### src/rtl/divisor_pkg.sv
// Shared constants, write-select encodings and width helper for the multichannel clock divider.
package divisor_pkg;

  localparam int unsigned ANCHO_DEF   = 26;
  localparam int unsigned DIV_DEF     = 4999;
  localparam int unsigned CANALES_MAX = 16;

  typedef enum logic {
    SEL_DIV  = 1'b0,
    SEL_DUTY = 1'b1
  } wr_sel_e;

  // Index width for n items, never below 1 so a single channel still has a select port.
  function automatic int unsigned clog2(input int unsigned n);
    int unsigned w;
    w = 1;
    while ((32'd1 << w) < n) w++;
    return w;
  endfunction

endpackage

### src/rtl/divisor_canal.sv
// One divider channel: counter, active/shadow divide value, clk_div level and tick.
// DIVISOR_DUTY_EN adds a shadowed duty register and compare-mode clk_div.
module divisor_canal #(
  parameter int unsigned ANCHO   = divisor_pkg::ANCHO_DEF,
  parameter int unsigned DIV_DEF = divisor_pkg::DIV_DEF
) (
  input  logic             clk,
  input  logic             reset_n,
  input  logic             en,
  input  logic             sync,
  input  logic             wr,
`ifdef DIVISOR_DUTY_EN
  input  logic             wr_sel,
`endif
  input  logic [ANCHO-1:0] wr_dato,
  output logic             clk_div,
  output logic             tick,
  output logic             pendiente
);

  import divisor_pkg::*;

  localparam logic [ANCHO-1:0] DIV_RST = ANCHO'(DIV_DEF);

  logic [ANCHO-1:0] cnt, cnt_n;
  logic [ANCHO-1:0] div, div_n;
  logic [ANCHO-1:0] shadow, shadow_n;
  logic             clk_div_n, tick_n, pendiente_n;

`ifdef DIVISOR_DUTY_EN
  localparam logic [ANCHO-1:0] DUTY_RST = ANCHO'((DIV_DEF + 1) / 2);

  logic [ANCHO-1:0] duty, duty_n;
  logic [ANCHO-1:0] duty_sh, duty_sh_n;
`endif

  // Next state: sync beats wrap beats enable; a write lands in the shadow after any apply.
  always_comb begin
    cnt_n       = cnt;
    div_n       = div;
    shadow_n    = shadow;
    clk_div_n   = clk_div;
    tick_n      = 1'b0;
    pendiente_n = pendiente;
`ifdef DIVISOR_DUTY_EN
    duty_n      = duty;
    duty_sh_n   = duty_sh;
`endif

    if (sync) begin
      cnt_n       = '0;
      clk_div_n   = 1'b0;
      div_n       = shadow;
      pendiente_n = 1'b0;
`ifdef DIVISOR_DUTY_EN
      duty_n      = duty_sh;
`endif
    end else if (en) begin
      if (cnt == div) begin
        cnt_n       = '0;
        tick_n      = 1'b1;
        div_n       = shadow;
        pendiente_n = 1'b0;
`ifdef DIVISOR_DUTY_EN
        duty_n      = duty_sh;
`else
        clk_div_n   = ~clk_div;
`endif
      end else begin
        cnt_n = cnt + ANCHO'(1);
      end
`ifdef DIVISOR_DUTY_EN
      clk_div_n = (cnt_n < duty_n);
`endif
    end

    if (wr) begin
`ifdef DIVISOR_DUTY_EN
      if (wr_sel == SEL_DUTY) duty_sh_n = wr_dato;
      else                    shadow_n  = wr_dato;
`else
      shadow_n = wr_dato;
`endif
      pendiente_n = 1'b1;
    end
  end

  // Channel state registers.
  always_ff @(posedge clk or negedge reset_n) begin
    if (!reset_n) begin
      cnt       <= '0;
      div       <= DIV_RST;
      shadow    <= DIV_RST;
      clk_div   <= 1'b0;
      tick      <= 1'b0;
      pendiente <= 1'b0;
    end else begin
      cnt       <= cnt_n;
      div       <= div_n;
      shadow    <= shadow_n;
      clk_div   <= clk_div_n;
      tick      <= tick_n;
      pendiente <= pendiente_n;
    end
  end

`ifdef DIVISOR_DUTY_EN
  always_ff @(posedge clk or negedge reset_n) begin
    if (!reset_n) begin
      duty    <= DUTY_RST;
      duty_sh <= DUTY_RST;
    end else begin
      duty    <= duty_n;
      duty_sh <= duty_sh_n;
    end
  end
`endif

endmodule

### src/rtl/divisor_reloj_multicanal.sv
// CANALES independent programmable clock dividers with shared sync and write port.
// Optional DIVISOR_DUTY_EN adds wr_sel and per-channel duty control.
module divisor_reloj_multicanal #(
  parameter  int unsigned CANALES = 4,
  parameter  int unsigned ANCHO   = divisor_pkg::ANCHO_DEF,
  parameter  int unsigned DIV_DEF = divisor_pkg::DIV_DEF,
  localparam int unsigned CW      = divisor_pkg::clog2(CANALES)
) (
  input  logic               clk,
  input  logic               reset_n,
  input  logic [CANALES-1:0] en,
  input  logic               sync,
  input  logic               wr_en,
`ifdef DIVISOR_DUTY_EN
  input  logic               wr_sel,
`endif
  input  logic [CW-1:0]      wr_canal,
  input  logic [ANCHO-1:0]   wr_dato,
  output logic [CANALES-1:0] clk_div,
  output logic [CANALES-1:0] tick,
  output logic [CANALES-1:0] pendiente
);

  import divisor_pkg::*;

  // Exact-match decode: out-of-range channel numbers select nothing.
  for (genvar i = 0; i < CANALES; i++) begin : g_canal
    logic wr_hit;

    assign wr_hit = wr_en && (wr_canal == CW'(i));

    divisor_canal #(
      .ANCHO   (ANCHO),
      .DIV_DEF (DIV_DEF)
    ) u_canal (
      .clk       (clk),
      .reset_n   (reset_n),
      .en        (en[i]),
      .sync      (sync),
      .wr        (wr_hit),
`ifdef DIVISOR_DUTY_EN
      .wr_sel    (wr_sel),
`endif
      .wr_dato   (wr_dato),
      .clk_div   (clk_div[i]),
      .tick      (tick[i]),
      .pendiente (pendiente[i])
    );
  end

endmodule

### config.mk
export PLATFORM = sky130hd
export DESIGN_NAME = divisor_reloj_multicanal
export DESIGN_NICKNAME = d
export VERILOG_FILES = /design/src/rtl/divisor_pkg.sv /design/src/rtl/divisor_canal.sv /design/src/rtl/divisor_reloj_multicanal.sv
export SDC_FILE = /design/constraint.sdc
export NUM_CORES = 1
export LEC_CHECK = 0
export BUFFER_PORTS_ARGS = -buffer_cell sky130_fd_sc_hd__buf_2
export CAP_MARGIN = 20
export CORE_MARGIN = 4
export CORE_UTILIZATION = 43
export CTS_CLUSTER_SIZE = 20
export DETAILED_ROUTE_END_ITERATION = 12
export GPL_TIMING_DRIVEN = 0
export SLEW_MARGIN = 40
export SYNTH_ARGS = -nofsm -noshare
export SYNTH_HDL_FRONTEND = slang
export SYNTH_HIERARCHICAL = 1
export SYNTH_SLANG_ARGS = --single-unit
### constraint.sdc
create_clock -name clk -period 2.95 [get_ports clk]
set_input_delay 0.4425 -clock clk [delete_from_list [all_inputs] [get_ports clk]]
set_output_delay 0.4425 -clock clk [all_outputs]
set_load 0.005 [all_outputs]
; ---- After elaboration in Yosys (flattened, before gate mapping)
; Index checks and enable logic that the tools add are counted.
[classes]
addsub = 4
eq_ne = 7
mux = 64
n_bitwise = 4
reduce_logical = 29
[op_table]
columns = op, n
row1 = 26-bit two-way mux, 24
row2 = 26-bit by 1-bit adder with 26-bit output (second input constant), 4
row3 = 26-bit == test, 4
row4 = 1-bit two-way mux, 40
row5 = 3-bit nonzero test, 8
row6 = 2-bit AND reduction, 8
row7 = 2-bit nonzero test, 8
row8 = 2-bit == test (second input constant), 2
row9 = 1-bit logical AND, 4
row10 = 1-bit inverter, 4
row11 = 2-bit by 1-bit == test with 1-bit output (second input constant), 1
row12 = 2-bit logical NOT, 1
[totals]
reg_bits = 324
input_bits = 36
out_inout_bits = 12
elab_cells = 132

; ---- Longest topological paths before layout
[logic_depth]
word_depth = 5
ltp_mapped = 8

; ---- Hierarchy
; Netlist, hierarchy kept.
[modules_own_cells]
columns = mod, instances, cells_per_inst, area_per_inst_um2
row1 = divisor_canal, 4, 295, 3816.2
row2 = divisor_reloj_multicanal, 1, 4, 37.5

; ---- Worst setup path after synthesis
; Ideal clock, no wire load.
[synth_path]
path_kind = register to register
startpoint = register g_canal[0].u_canal.cnt[2]
endpoint = register g_canal[0].u_canal.div[22]
setup_ns = 0.127
arrival_time_ns = 1.997
required_ns = 2.823
slack_ns = 0.825
path_stages_with_launch = 8
path_cell_list = dfrtp_1 xor2_1 or4_4 nor2_4 a41o_1 buf_6 buf_8 mux2_1
[synth_between]
elab_chain_len = 3
[synth_rtl]
columns = item, line_no
row1 = from (decl), divisor_canal.sv:25  ; logic [ANCHO-1:0] cnt, cnt_n;
row2 = from (signal assigned), divisor_canal.sv:98  ; cnt <= cnt_n;
row3 = 26-bit == test, divisor_canal.sv:59  ; if (cnt == div) begin
row4 = 2-bit nonzero test (no source line), -
row5 = 2-bit AND reduction (no source line), -
row6 = to (signal assigned), divisor_canal.sv:99  ; div <= div_n;
row7 = to (decl), divisor_canal.sv:26  ; logic [ANCHO-1:0] div, div_n;
; Every way passes these cells.
; A chain may end at the register's enable or synchronous reset.

; ---- Worst setup path in the final report
[layout_path]
startpoint = register g_canal[0].u_canal.cnt[0]
endpoint = register g_canal[0].u_canal.div[23]
; Same word-level chain as after synthesis.

==> metrics.md <==
| Metric | Value |
|---|---|
| Run status | completed |
| Hold crit path type | input pin to flip-flop |
| Resized cells post-CTS | 0 |
| Net Sw Frac | 0.237 |
| Hold Path Origin | wr_dato[7] |
| Final setup vio count | 0 |
| Post-synthesis sequential area ratio | 0.534 |
| Layout cell share with drive strength beyond 1 | 0.312 |
| Clock-pin transition on the worst setup and hold timing paths | 0.06 ns |
| WP data arrival | 3.01 ns |
| Largest net degree at the start of global routing | 75 |
| Worst-Margin Slew | 0.820 ns |
| Design Area, Final | roughly 18000 sq um |
| Final worst-path cycle share | 0.888 |
| Antenna Violating Nets Remaining | 0 |
| Filler cells | 3027 |
| Max cap viols | 0 |
| R2R Setup Slk | 0.33 ns |
| WL/cell | around 20 microns |
| Wirelength, routed | 34700 microns |
| Seq cells post-synth | 324 |
| Worst EP required | ~3.3 ns |
| PD cells | 712 nW/um^2 |
| Worst slew margin | 0.449 |
| Hold buffers post-CTS | 1 |
| Synthesized Nets | about 1200 |
| Post-synth top cells | 268 x dfrtp_1, 120 x mux2_2, 108 x nor2_1, 100 x xor2_1, 96 x xnor2_1 |
| P&R area growth vs syn | 15.4% |
| Die Span Y | 197 microns |
| Cell variety after synth | 43 |
| Kind of critical path | flip-flop to flip-flop |
| Minimum clock period | 2.62 ns |
| FF-to-FF Start | g_canal[0].u_canal/cnt[0] |
| Clk_lat worst skew | 0.52 ns |
| DP HPWL | 23900 microns |
| Setup crit start kind | flip-flop |
| Final hold vios | 0 |
| H-tree levels | 2 |
| Syn_area_per_cell | 12.9 sq um |
| Post-CTS Setup Bufs | 0 |
| Die ar. | 38700 sq um |
| Seq pwr share | 0.450 |
| Total grt overflow | 0 |
| Worst Hold Depth | 2 |
| Worst clock skew | about 0.014 ns |
| Final #Nets | 1314 |
| Worst Setup End Kind | flip-flop |
| Ys async rst share | 1.00 |
| Syn Inst Count | roughly 1200 |
| Syn. warnings | 6 |
| Peak VDD IR | 462 uV |
| Via count of the first global-routing pass | 9643 |
| LEAKAGE | 7.63 nW |
| P_int | between 9 and 10 mW |
| First-pass DRT Iterations | 4 |
| EDFF count, synth | 0 |
| Total GRT Usage | 0.181 |
| Worst reg2reg path depth | 7 |
| CTS tree | yes |
| Top FF cell, synth | dfrtp_1 |
| RSZ-0062 raised after global routing | no |
| Antenna violations before repair | 2 |
| Clk root buf | clkbuf_16 |
| Die width | a little under 200 microns |
| Slew Viols, Final | 0 |
| Netlist Area Pre-Place | approximately 15000 sq um |
| Sw Pwr | about 3.0 mW |
| Clock Power Share | 0.420 |
| Vias per std cell | 5.26 |
| Placed cell area | between 15000 and 20000 sq um |
| Top cell type's share of synthesized area | 0.438 |
| Setup TNS | 0 ns |
| Fmax | roughly 380 MHz |
| Clock tree buffer depth | 3 |
| FF-to-FF End | g_canal[0].u_canal/div[23] |
| Leading post-synthesis cells by cell area | dfrtp_1 44%, dfstp_2 9.6%, mux2_2 8.8%, mux2_4 7.8%, xor2_1 5.7% |
| Yosys top cell by area | dfrtp_1 |
| Area of the core | 34800 sq um |
| CP Max Fanout | 10 |
| GPL Wtd Cong | 0.832 |
| I/O pin total | 48 |
| CTS buffer count | 36 |
| DRC viols | 0 |
| Port Buffers | 47 |
| Hold Path End | g_canal[1].u_canal/shadow[7] |
| Top-count cell post-synth | dfrtp_1 |
| DR iter-0 viols | between 400 and 500 |
| Row count | 68 |
| Vias | 9255 |
| Clock Sinks | 324 |
| Comb pwr share | 0.130 |
| Starting Density | 0.440 |
| First-pass GRT wire length | ~55000 microns |
[sequential cells by signal (all words and copies together) (netlist names)]
register,flops
g_canal.u_canal/div,104
g_canal.u_canal/clk_div,4
g_canal.u_canal/tick,4
g_canal.u_canal/pendiente,4
g_canal.u_canal/shadow,104
g_canal.u_canal/cnt,104
[worst max-delay path by stage]
stage                                 endpoint                 startpoint  slack [ns]
global placement     g_canal[0].u_canal/cnt[2]                    reset_n       -4.81
finish              g_canal[0].u_canal/div[23]  g_canal[0].u_canal/cnt[0]        0.33
detailed placement  g_canal[3].u_canal/div[23]  g_canal[3].u_canal/cnt[4]        0.35
global route        g_canal[2].u_canal/div[22]  g_canal[2].u_canal/cnt[0]        0.12
floorplan           g_canal[0].u_canal/div[22]  g_canal[0].u_canal/cnt[2]        0.83
CTS                 g_canal[3].u_canal/div[23]  g_canal[3].u_canal/cnt[4]        0.31
[layout make-up]
class / instances / area (sq um) / share of cell area
Clock buffer: 49 / 1070 / 0.0606
Timing Repair Buffer: 52 / 365 / 0.0207
Antenna cell: 1 / 2.50 / 0.000142
Inverter: 8 / 30.0 / 0.00170
Clock inverter: 17 / 345 / 0.0196
Multi-Input combinational cell: 796 / 6630 / 0.375
Buffer: 56 / 475 / 0.0269
Tap cell: 455 / 569 / 0.0322
Sequential cell: 324 / 8180 / 0.463
[metrics by stage]
stage	power (mW)	utilization	instances	hold WS [ns]	setup WS, ns
final	12.6	0.508	1758	0.283	0.331
after CTS	12.7	0.507	1757	0.254	0.307
after detailed placement	7.38	0.466	1690	0.414	0.346
after floorplan	6.82	-	1184	0.147	0.825
after global placement	7.31	0.463	1686	0.472	-4.81
after global routing	13.1	0.507	1757	0.271	0.118
[worst max-delay path, cell delays in order (launching register included)]
cell	delay, ns
dfrtp_1	0.48
xnor2_1	0.23
nand4_1	0.11
nor4_1	0.73
a41o_1	0.29
buf_6	0.15
buf_8	0.15
mux2_1	0.34
[cells in the final DEF, fill, tap and decap left out, types with 5 or more instances in the layout]
cell type  synthesis  final
buf_8              4      5
o21ai_0            8      8
clkbuf_1          24     26
and2_1             8      8
bufinv_16          0     10
clkbuf_8           0     10
mux2_1            12     12
mux2_4            80     80
inv_1              8      8
nand3_1           36     36
xnor2_1           96     96
nor4b_1            8      8
nor2_1           108    108
clkbuf_16          0     37
mux2_2           120    120
buf_6             12     12
dfstp_2           56     56
buf_2              0     46
and3_1            28     28
xor2_1           100    100
buf_1              8      8
buf_12             8      8
nand2_1           40     40
nand4_1           56     56
and4_1            20     20
dfrtp_1          268    268
[per-layer routing]
metal | global-route usage | part of all wire
met5 | 0 | 0
met4 | 0.0393 | 0.017
met3 | 0.0255 | 0.035
met2 | 0.288 | 0.47
met1 | 0.266 | 0.48
[power groups by stage]
stage | combinational (mW) | sequential, mW | clock [mW]
after floorplan | 1.26 | 5.56 | 0
after global placement | 1.57 | 5.74 | 0
after detailed placement | 1.63 | 5.75 | 0
after CTS | 1.65 | 5.68 | 5.40
after global routing | 1.78 | 5.74 | 5.57
final | 1.64 | 5.66 | 5.28
[kinds of logic (layout without fill, tap and decap cells)]
kind of cell	Yosys count	after routing	share of synthesized area
muxes	212	212	0.176
and+or+nand+nor	344	344	0.122
DFF	324	324	0.534
other	0	1	0
AOI/OAI and AO/OA	40	40	0.0193
buffers and inverters	64	182	0.0330
adders and majority gates	4	4	0.00327
xor gates and xnor gates	196	196	0.112
Note: power is estimated with default switching activity, not from simulation.
